[src/rtl/upper_layer_merge_unit.sv]
// -----------------------------------------------------------------------------
// upper_layer_merge_unit
//
// Consumer end of the lower-layer sorted-stream interface. Two lower-layer
// sorters (A and B) each deliver one ascending run of up to BLOCK elements,
// one element per update strobe, with no backpressure. Both runs are captured
// into local buffers and then merged into a single ascending run of up to
// 2*BLOCK elements. That run is re-emitted on the same serial update/done
// protocol, so several layers can be cascaded.
//
// Ports
//   clk          rising-edge clock
//   rst_n        asynchronous active-low reset
//   data_a       run A element, valid while update_a=1
//   update_a     run A element strobe
//   done_a       run A complete (may coincide with the last update_a)
//   data_b       run B element, valid while update_b=1
//   update_b     run B element strobe
//   done_b       run B complete (may coincide with the last update_b)
//   sorted_data  merged element, registered; holds its value when update=0
//   update       one-cycle strobe: sorted_data is valid
//   done         one-cycle pulse on the last merged element (alone if empty)
//   busy         collecting or merging
//   err          sticky protocol error (overflow or traffic during merge)
// -----------------------------------------------------------------------------
module upper_layer_merge_unit #(
  parameter int DATA_WIDTH = 8,
  parameter int BLOCK      = 4
) (
  input  logic                  clk,
  input  logic                  rst_n,
  input  logic [DATA_WIDTH-1:0] data_a,
  input  logic                  update_a,
  input  logic                  done_a,
  input  logic [DATA_WIDTH-1:0] data_b,
  input  logic                  update_b,
  input  logic                  done_b,
  output logic [DATA_WIDTH-1:0] sorted_data,
  output logic                  update,
  output logic                  done,
  output logic                  busy,
  output logic                  err
);

  // Counter width is derived from BLOCK and must not be overridden.
  localparam int CW = $clog2(BLOCK) + 1;
  localparam int AW = CW - 1;

  typedef enum logic [1:0] {
    S_IDLE,
    S_COLLECT,
    S_MERGE,
    S_DONE
  } state_t;

  state_t state, state_d;

  logic [DATA_WIDTH-1:0] buf_a [BLOCK];
  logic [DATA_WIDTH-1:0] buf_b [BLOCK];
  logic [CW-1:0]         cnt_a, cnt_b;
  logic [CW-1:0]         rd_a, rd_b;
  logic                  cmp_a, cmp_b;

  // In DONE the counters and flags are being cleared, so a run that starts
  // in that cycle must see them as already zero.
  logic [CW-1:0] base_a, base_b;
  logic          base_cmp_a, base_cmp_b;
  logic          any_event;

  // Merge datapath.
  logic                  have_a, have_b;
  logic [DATA_WIDTH-1:0] head_a, head_b;
  logic                  take_a, take_b;
  logic [CW:0]           total, emitted_next;
  logic                  last;

  assign any_event  = update_a | done_a | update_b | done_b;
  assign base_a     = (state == S_DONE) ? '0 : cnt_a;
  assign base_b     = (state == S_DONE) ? '0 : cnt_b;
  assign base_cmp_a = (state == S_DONE) ? 1'b0 : cmp_a;
  assign base_cmp_b = (state == S_DONE) ? 1'b0 : cmp_b;

  assign have_a = rd_a < cnt_a;
  assign have_b = rd_b < cnt_b;
  // The index is only used while the side still has data, so rd_x < BLOCK.
  assign head_a = buf_a[rd_a[AW-1:0]];
  assign head_b = buf_b[rd_b[AW-1:0]];
  // Ties favour A so equal keys keep the A-before-B order.
  assign take_a = have_a && (!have_b || (head_a <= head_b));
  assign take_b = have_b && !take_a;

  assign total        = {1'b0, cnt_a} + {1'b0, cnt_b};
  assign emitted_next = {1'b0, rd_a} + {1'b0, rd_b} + (CW+1)'(1);
  assign last         = (total == '0) || (emitted_next == total);

  assign busy = (state == S_COLLECT) || (state == S_MERGE);

  // NOTE: every combinational output gets a default first so no path through
  // the case statement can leave it unassigned and infer a latch.
  always_comb begin
    state_d = state;
    case (state)
      S_IDLE, S_DONE: state_d = any_event ? S_COLLECT : S_IDLE;
      S_COLLECT: begin
        if ((cmp_a | done_a) && (cmp_b | done_b)) state_d = S_MERGE;
      end
      S_MERGE: begin
        if (last) state_d = S_DONE;
      end
      default: state_d = S_IDLE;
    endcase
  end

  // NOTE: sequential state is updated with non-blocking assignments only, so
  // every register samples the values from before the clock edge.
  always_ff @(posedge clk or negedge rst_n) begin
    if (!rst_n) begin
      state <= S_IDLE;
    end else begin
      state <= state_d;
    end
  end

  always_ff @(posedge clk or negedge rst_n) begin
    if (!rst_n) begin
      // NOTE: the capture buffers are cleared by reset as well, so a
      // restarted block never exposes elements from an aborted run.
      for (int i = 0; i < BLOCK; i++) begin
        buf_a[i] <= '0;
        buf_b[i] <= '0;
      end
      cnt_a       <= '0;
      cnt_b       <= '0;
      rd_a        <= '0;
      rd_b        <= '0;
      cmp_a       <= 1'b0;
      cmp_b       <= 1'b0;
      sorted_data <= '0;
      update      <= 1'b0;
      done        <= 1'b0;
      err         <= 1'b0;
    end else begin
      update <= 1'b0;
      done   <= 1'b0;

      if (state == S_MERGE) begin
        // The lower layers must be quiet while we merge.
        if (any_event) err <= 1'b1;

        if (take_a) begin
          sorted_data <= head_a;
          rd_a        <= rd_a + CW'(1);
          update      <= 1'b1;
        end else if (take_b) begin
          sorted_data <= head_b;
          rd_b        <= rd_b + CW'(1);
          update      <= 1'b1;
        end

        if (last) done <= 1'b1;
      end else begin
        // IDLE, COLLECT and DONE all accept input; DONE also clears the
        // previous run, and the capture below overrides that clear.
        if (state == S_DONE) begin
          cnt_a <= '0;
          cnt_b <= '0;
          rd_a  <= '0;
          rd_b  <= '0;
        end
        cmp_a <= base_cmp_a | done_a;
        cmp_b <= base_cmp_b | done_b;

        if (update_a) begin
          if (base_a < CW'(BLOCK)) begin
            buf_a[base_a[AW-1:0]] <= data_a;
            cnt_a                 <= base_a + CW'(1);
          end else begin
            err <= 1'b1;
          end
        end

        if (update_b) begin
          if (base_b < CW'(BLOCK)) begin
            buf_b[base_b[AW-1:0]] <= data_b;
            cnt_b                 <= base_b + CW'(1);
          end else begin
            err <= 1'b1;
          end
        end
      end
    end
  end

endmodule

[config.mk]
export PLATFORM = sky130hd
export DESIGN_NAME = upper_layer_merge_unit
export DESIGN_NICKNAME = d
export VERILOG_FILES = /design/src/rtl/upper_layer_merge_unit.sv
export SDC_FILE = /design/constraint.sdc
export NUM_CORES = 1
export LEC_CHECK = 0
export CORE_MARGIN = 3
export CORE_UTILIZATION = 45
export CTS_BUF_LIST = sky130_fd_sc_hd__clkbuf_4 sky130_fd_sc_hd__clkbuf_8
export CTS_CLUSTER_SIZE = 25
export DETAILED_ROUTE_END_ITERATION = 6
export HOLD_SLACK_MARGIN = 0.02
export PLACE_DENSITY_LB_ADDON = 0.15
export REMOVE_ABC_BUFFERS = 1
export SKIP_CTS_REPAIR_TIMING = 1
export SLEW_MARGIN = 40
export SYNTH_ARGS = -nofsm -noshare
export SYNTH_HDL_FRONTEND = slang
export SYNTH_SLANG_ARGS = --single-unit
[constraint.sdc]
create_clock -name clk -period 5.37 [get_ports clk]
set_clock_uncertainty 0.1 [all_clocks]
set_input_delay 0.537 -clock clk [delete_from_list [all_inputs] [get_ports clk]]
set_output_delay 0.537 -clock clk [all_outputs]
set_load 0.05 [all_outputs]
==> results.sh <==
export IMPL_status="completed"
export IMPL_fp_dieH_um=109
export IMPL_die_area_sq_um=11900
export IMPL_synth_top_family_by_area="multiplexers"
export IMPL_p_sw_mw=1.50
export IMPL_gr_usage_all_layers_pct=17.6
export IMPL_yosysUniqueCellTypes=47
export IMPL_synth_common_cells="91 x dfrtp_1, 64 x mux2_2, 31 x ha_1"
export IMPL_critPathKind="register to register"
export IMPL_core_area_sq_um=10000
export IMPL_clock_latency_ns=0.36
export IMPL_yosys_area_top_type="dfrtp_1"
export IMPL_netlist_area_leader_share_pct=47.8
export IMPL_fin_tns_setup_ns=0
export IMPL_power_frac_comb_pct=53.6
export IMPL_p_leak_nw=2.47
export IMPL_min_period_over_period_pct=63.6
export IMPL_tritoncts="done"
export IMPL_overflow=0
export IMPL_htreeDepth=3
export IMPL_diodes=0
export IMPL_min_period_ns=3.41
export IMPL_cp_start_kind="register"
export IMPL_synthTopCellsByArea="dfrtp_1 48%, mux2_2 15%, ha_1 8.1%"
export IMPL_cp_max_fo=16
export IMPL_utilization_pct=54.0
export IMPL_syn_area_per_cell_sq_um=13.0
export IMPL_p_int_mw=2.22
export IMPL_syn_area_sq_um=4770
export IMPL_vias=2946
export IMPL_clock_fmax_mhz=293
export IMPL_dpl_cell_area_sq_um=5210
export IMPL_synth_cells=366
export IMPL_ys_async_sr_fraction_pct=100
export IMPL_power_density_nw_per_um2=686
export IMPL_nets=455
export IMPL_power_frac_seq_pct=33.2
export IMPL_critPathSlowestCell="dfrtp_1"
export IMPL_p_clk_share_pct=13.2
export IMPL_drt_iter0_drc=136
export IMPL_place_congestion=0.776
export IMPL_max_stage_delay_ns=0.77
export IMPL_worst_slew_pin_slew_ns=0.695
export IMPL_regToRegSetupSlack_ns=1.96
export IMPL_initial_utilization_pct=47.5
export IMPL_synth_compound_area_share_pct=7.90
export IMPL_synth_edff_count=0
export IMPL_cts_reportedPaths_clkPinSlew_ns=0.08
export IMPL_yosys_area_share_simple_pct=5.07
export IMPL_port_buffers=33
export IMPL_required_ns=5.51
export IMPL_yosysMostFrequentCell="dfrtp_1"
export IMPL_arrival_ns=3.55
export IMPL_synthXorXnorAreaFrac_pct=1.29
export IMPL_wl_um=9290
export IMPL_hpwl_um=6640
export IMPL_grt_pass1_wl_um=16100
export IMPL_synth_adder_area_share_pct=8.98
export IMPL_cts_root_buf="clkbuf_8"
export IMPL_cap_violations=0
export IMPL_min_path_type="input port to asynchronous set/reset pin"
export IMPL_cts_buffer_depth=2
export IMPL_r2r_cells=8
export IMPL_final_cell_area_sq_um=5420
export IMPL_wl_per_cell_um=17.3
export IMPL_swShare_pct=40.4
export IMPL_drc_errors=0
export IMPL_ys_seq_elements=91
export IMPL_ant_nets=0
export IMPL_cts_buffers_inserted=9
export IMPL_synth_ff_type="dfrtp_1"
export IMPL_drive_above_1_share_pct=25.9
export IMPL_slew_headroom_pct=53.6
export IMPL_peakVddDrop_mv=0.351
export IMPL_worstSetupStartpoint="rd_a[0]$_DFFE_PN0P_"
export IMPL_slew_violations=0
export IMPL_rows=36
export IMPL_worstReg2RegStart="rd_a[0]$_DFFE_PN0P_"
export IMPL_clock_sinks=91
export IMPL_dr_pass1_iters=4
export IMPL_final_hold_viol_count=0
export IMPL_rsz0062_at_grt="no"
export IMPL_yosys_warnings=0
export IMPL_viasPerCell=5.48
export IMPL_area_growth_pct=13.7
export IMPL_r2r_end="rd_b[2]$_DFFE_PN0P_"
export IMPL_antenna_found_initial=0
export IMPL_grt_max_degree=53
export IMPL_num_io_pins=34
export IMPL_grt_pass1_vias=3121
export IMPL_die_width_um=109
export IMPL_ys_seq_area_share_pct=47.8
export IMPL_cp_end_kind="register"
export IMPL_crit_path_cell_trace="mux4_2, ha_1, a211o_1, o211ai_2, nand4_1, a21boi_4, nor4_1, a311o_1"
export IMPL_synth_mux_area_share_pct=25.4
export IMPL_setup_viol=0
[cell families after synthesis]
group / count (synthesis)
AO/OA/AOI/OAI: 51
XOR/XNOR: 7
adder cells (fa/ha/maj): 33
buffers and inverters: 40
flip-flops: 91
multiplexers: 93
AND/OR/NAND/NOR: 51
[cell usage in the layout (no fill, tap or decap), types with 2 or more instances in the layout]
cell | synthesis | final
mux2i_1 | 13 | 13
dfrtp_1 | 91 | 91
a32o_1 | 3 | 3
nor2b_1 | 2 | 2
clkbuf_8 | 0 | 10
xnor2_1 | 4 | 4
xor2_1 | 3 | 3
nor2_1 | 6 | 6
a22o_1 | 3 | 3
nand4_1 | 3 | 3
ha_1 | 31 | 31
a21oi_1 | 7 | 7
o211a_1 | 2 | 2
inv_6 | 0 | 4
clkdlybuf4s50_1 | 0 | 32
a21o_1 | 4 | 4
o21ai_0 | 6 | 6
mux2_2 | 64 | 64
fa_1 | 2 | 2
mux4_2 | 16 | 16
o21ai_1 | 11 | 10
nand2b_1 | 4 | 4
buf_4 | 0 | 2
nand2_1 | 28 | 28
o211ai_1 | 2 | 2
inv_1 | 28 | 28
[critical path: cells and delay by family, from the launching register on]
family | cells | cell delay, ns
flip-flops | 1 | 0.77
adder cells (fa/ha/maj) | 1 | 0.32
AND/OR/NAND/NOR | 2 | 0.28
AO/OA/AOI/OAI | 4 | 1.22
multiplexers | 1 | 0.62
[worst max path at each step]
stage,endpoint,cells past startpoint
2_1_floorplan,rd_b[2]$_DFFE_PN0P_,8
3_3_place_gp,rd_b[2]$_DFFE_PN0P_,9
3_5_place_dp,rd_b[2]$_DFFE_PN0P_,8
4_1_cts,rd_b[2]$_DFFE_PN0P_,8
5_1_grt,rd_b[2]$_DFFE_PN0P_,9
6_report,rd_b[2]$_DFFE_PN0P_,8
[metrics by stage]
stage	std cells	hold slack [ns]	setup WS [ns]	total power, mW
final	538	0.0549	1.96	3.72
after global routing	538	0.0814	1.72	4.04
after CTS	538	0.0644	1.92	3.76
after detailed placement	522	0.373	1.94	3.25
after global placement	522	0.369	1.99	3.19
after floorplan	355	0.141	2.29	2.75
[power groups by stage]
stage / Combinational (mW) / Clock, mW / Sequential (mW)
final: 1.99 / 0.492 / 1.23
after floorplan: 1.47 / 0 / 1.28
after global placement: 1.94 / 0 / 1.25
after CTS: 2.01 / 0.506 / 1.24
after detailed placement: 2.00 / 0 / 1.25
after global routing: 2.23 / 0.530 / 1.29
[routing by layer]
layer	track usage (%)	share of wire, %	vias to the layer above
met5	0	0	-
met4	5.23	1.5	0
met3	3.43	3.4	11
met2	28.0	47	45
met1	24.5	48	1499
li1	-	-	1391
[area by class of cell]
type | instances | area, sq um
fillers | 846 | 4620
multi-input cells | 235 | 2320
flip-flops and latches | 91 | 2280
repair buffers | 34 | 335
well taps | 133 | 166
clock buffers | 11 | 145
inverters | 29 | 109
clock inverters | 5 | 65.1
[registers in the layout, indices dropped and copies added, names as in the netlist]
signal       flops
update           1
sorted_data      8
cmp_b            1
cnt_a            3
done             1
rd_a             3
cmp_a            1
buf_b           32
err              1
cnt_b            3
buf_a           32
state            2
rd_b             3
No activity file was read; power rests on OpenSTA's default activity.
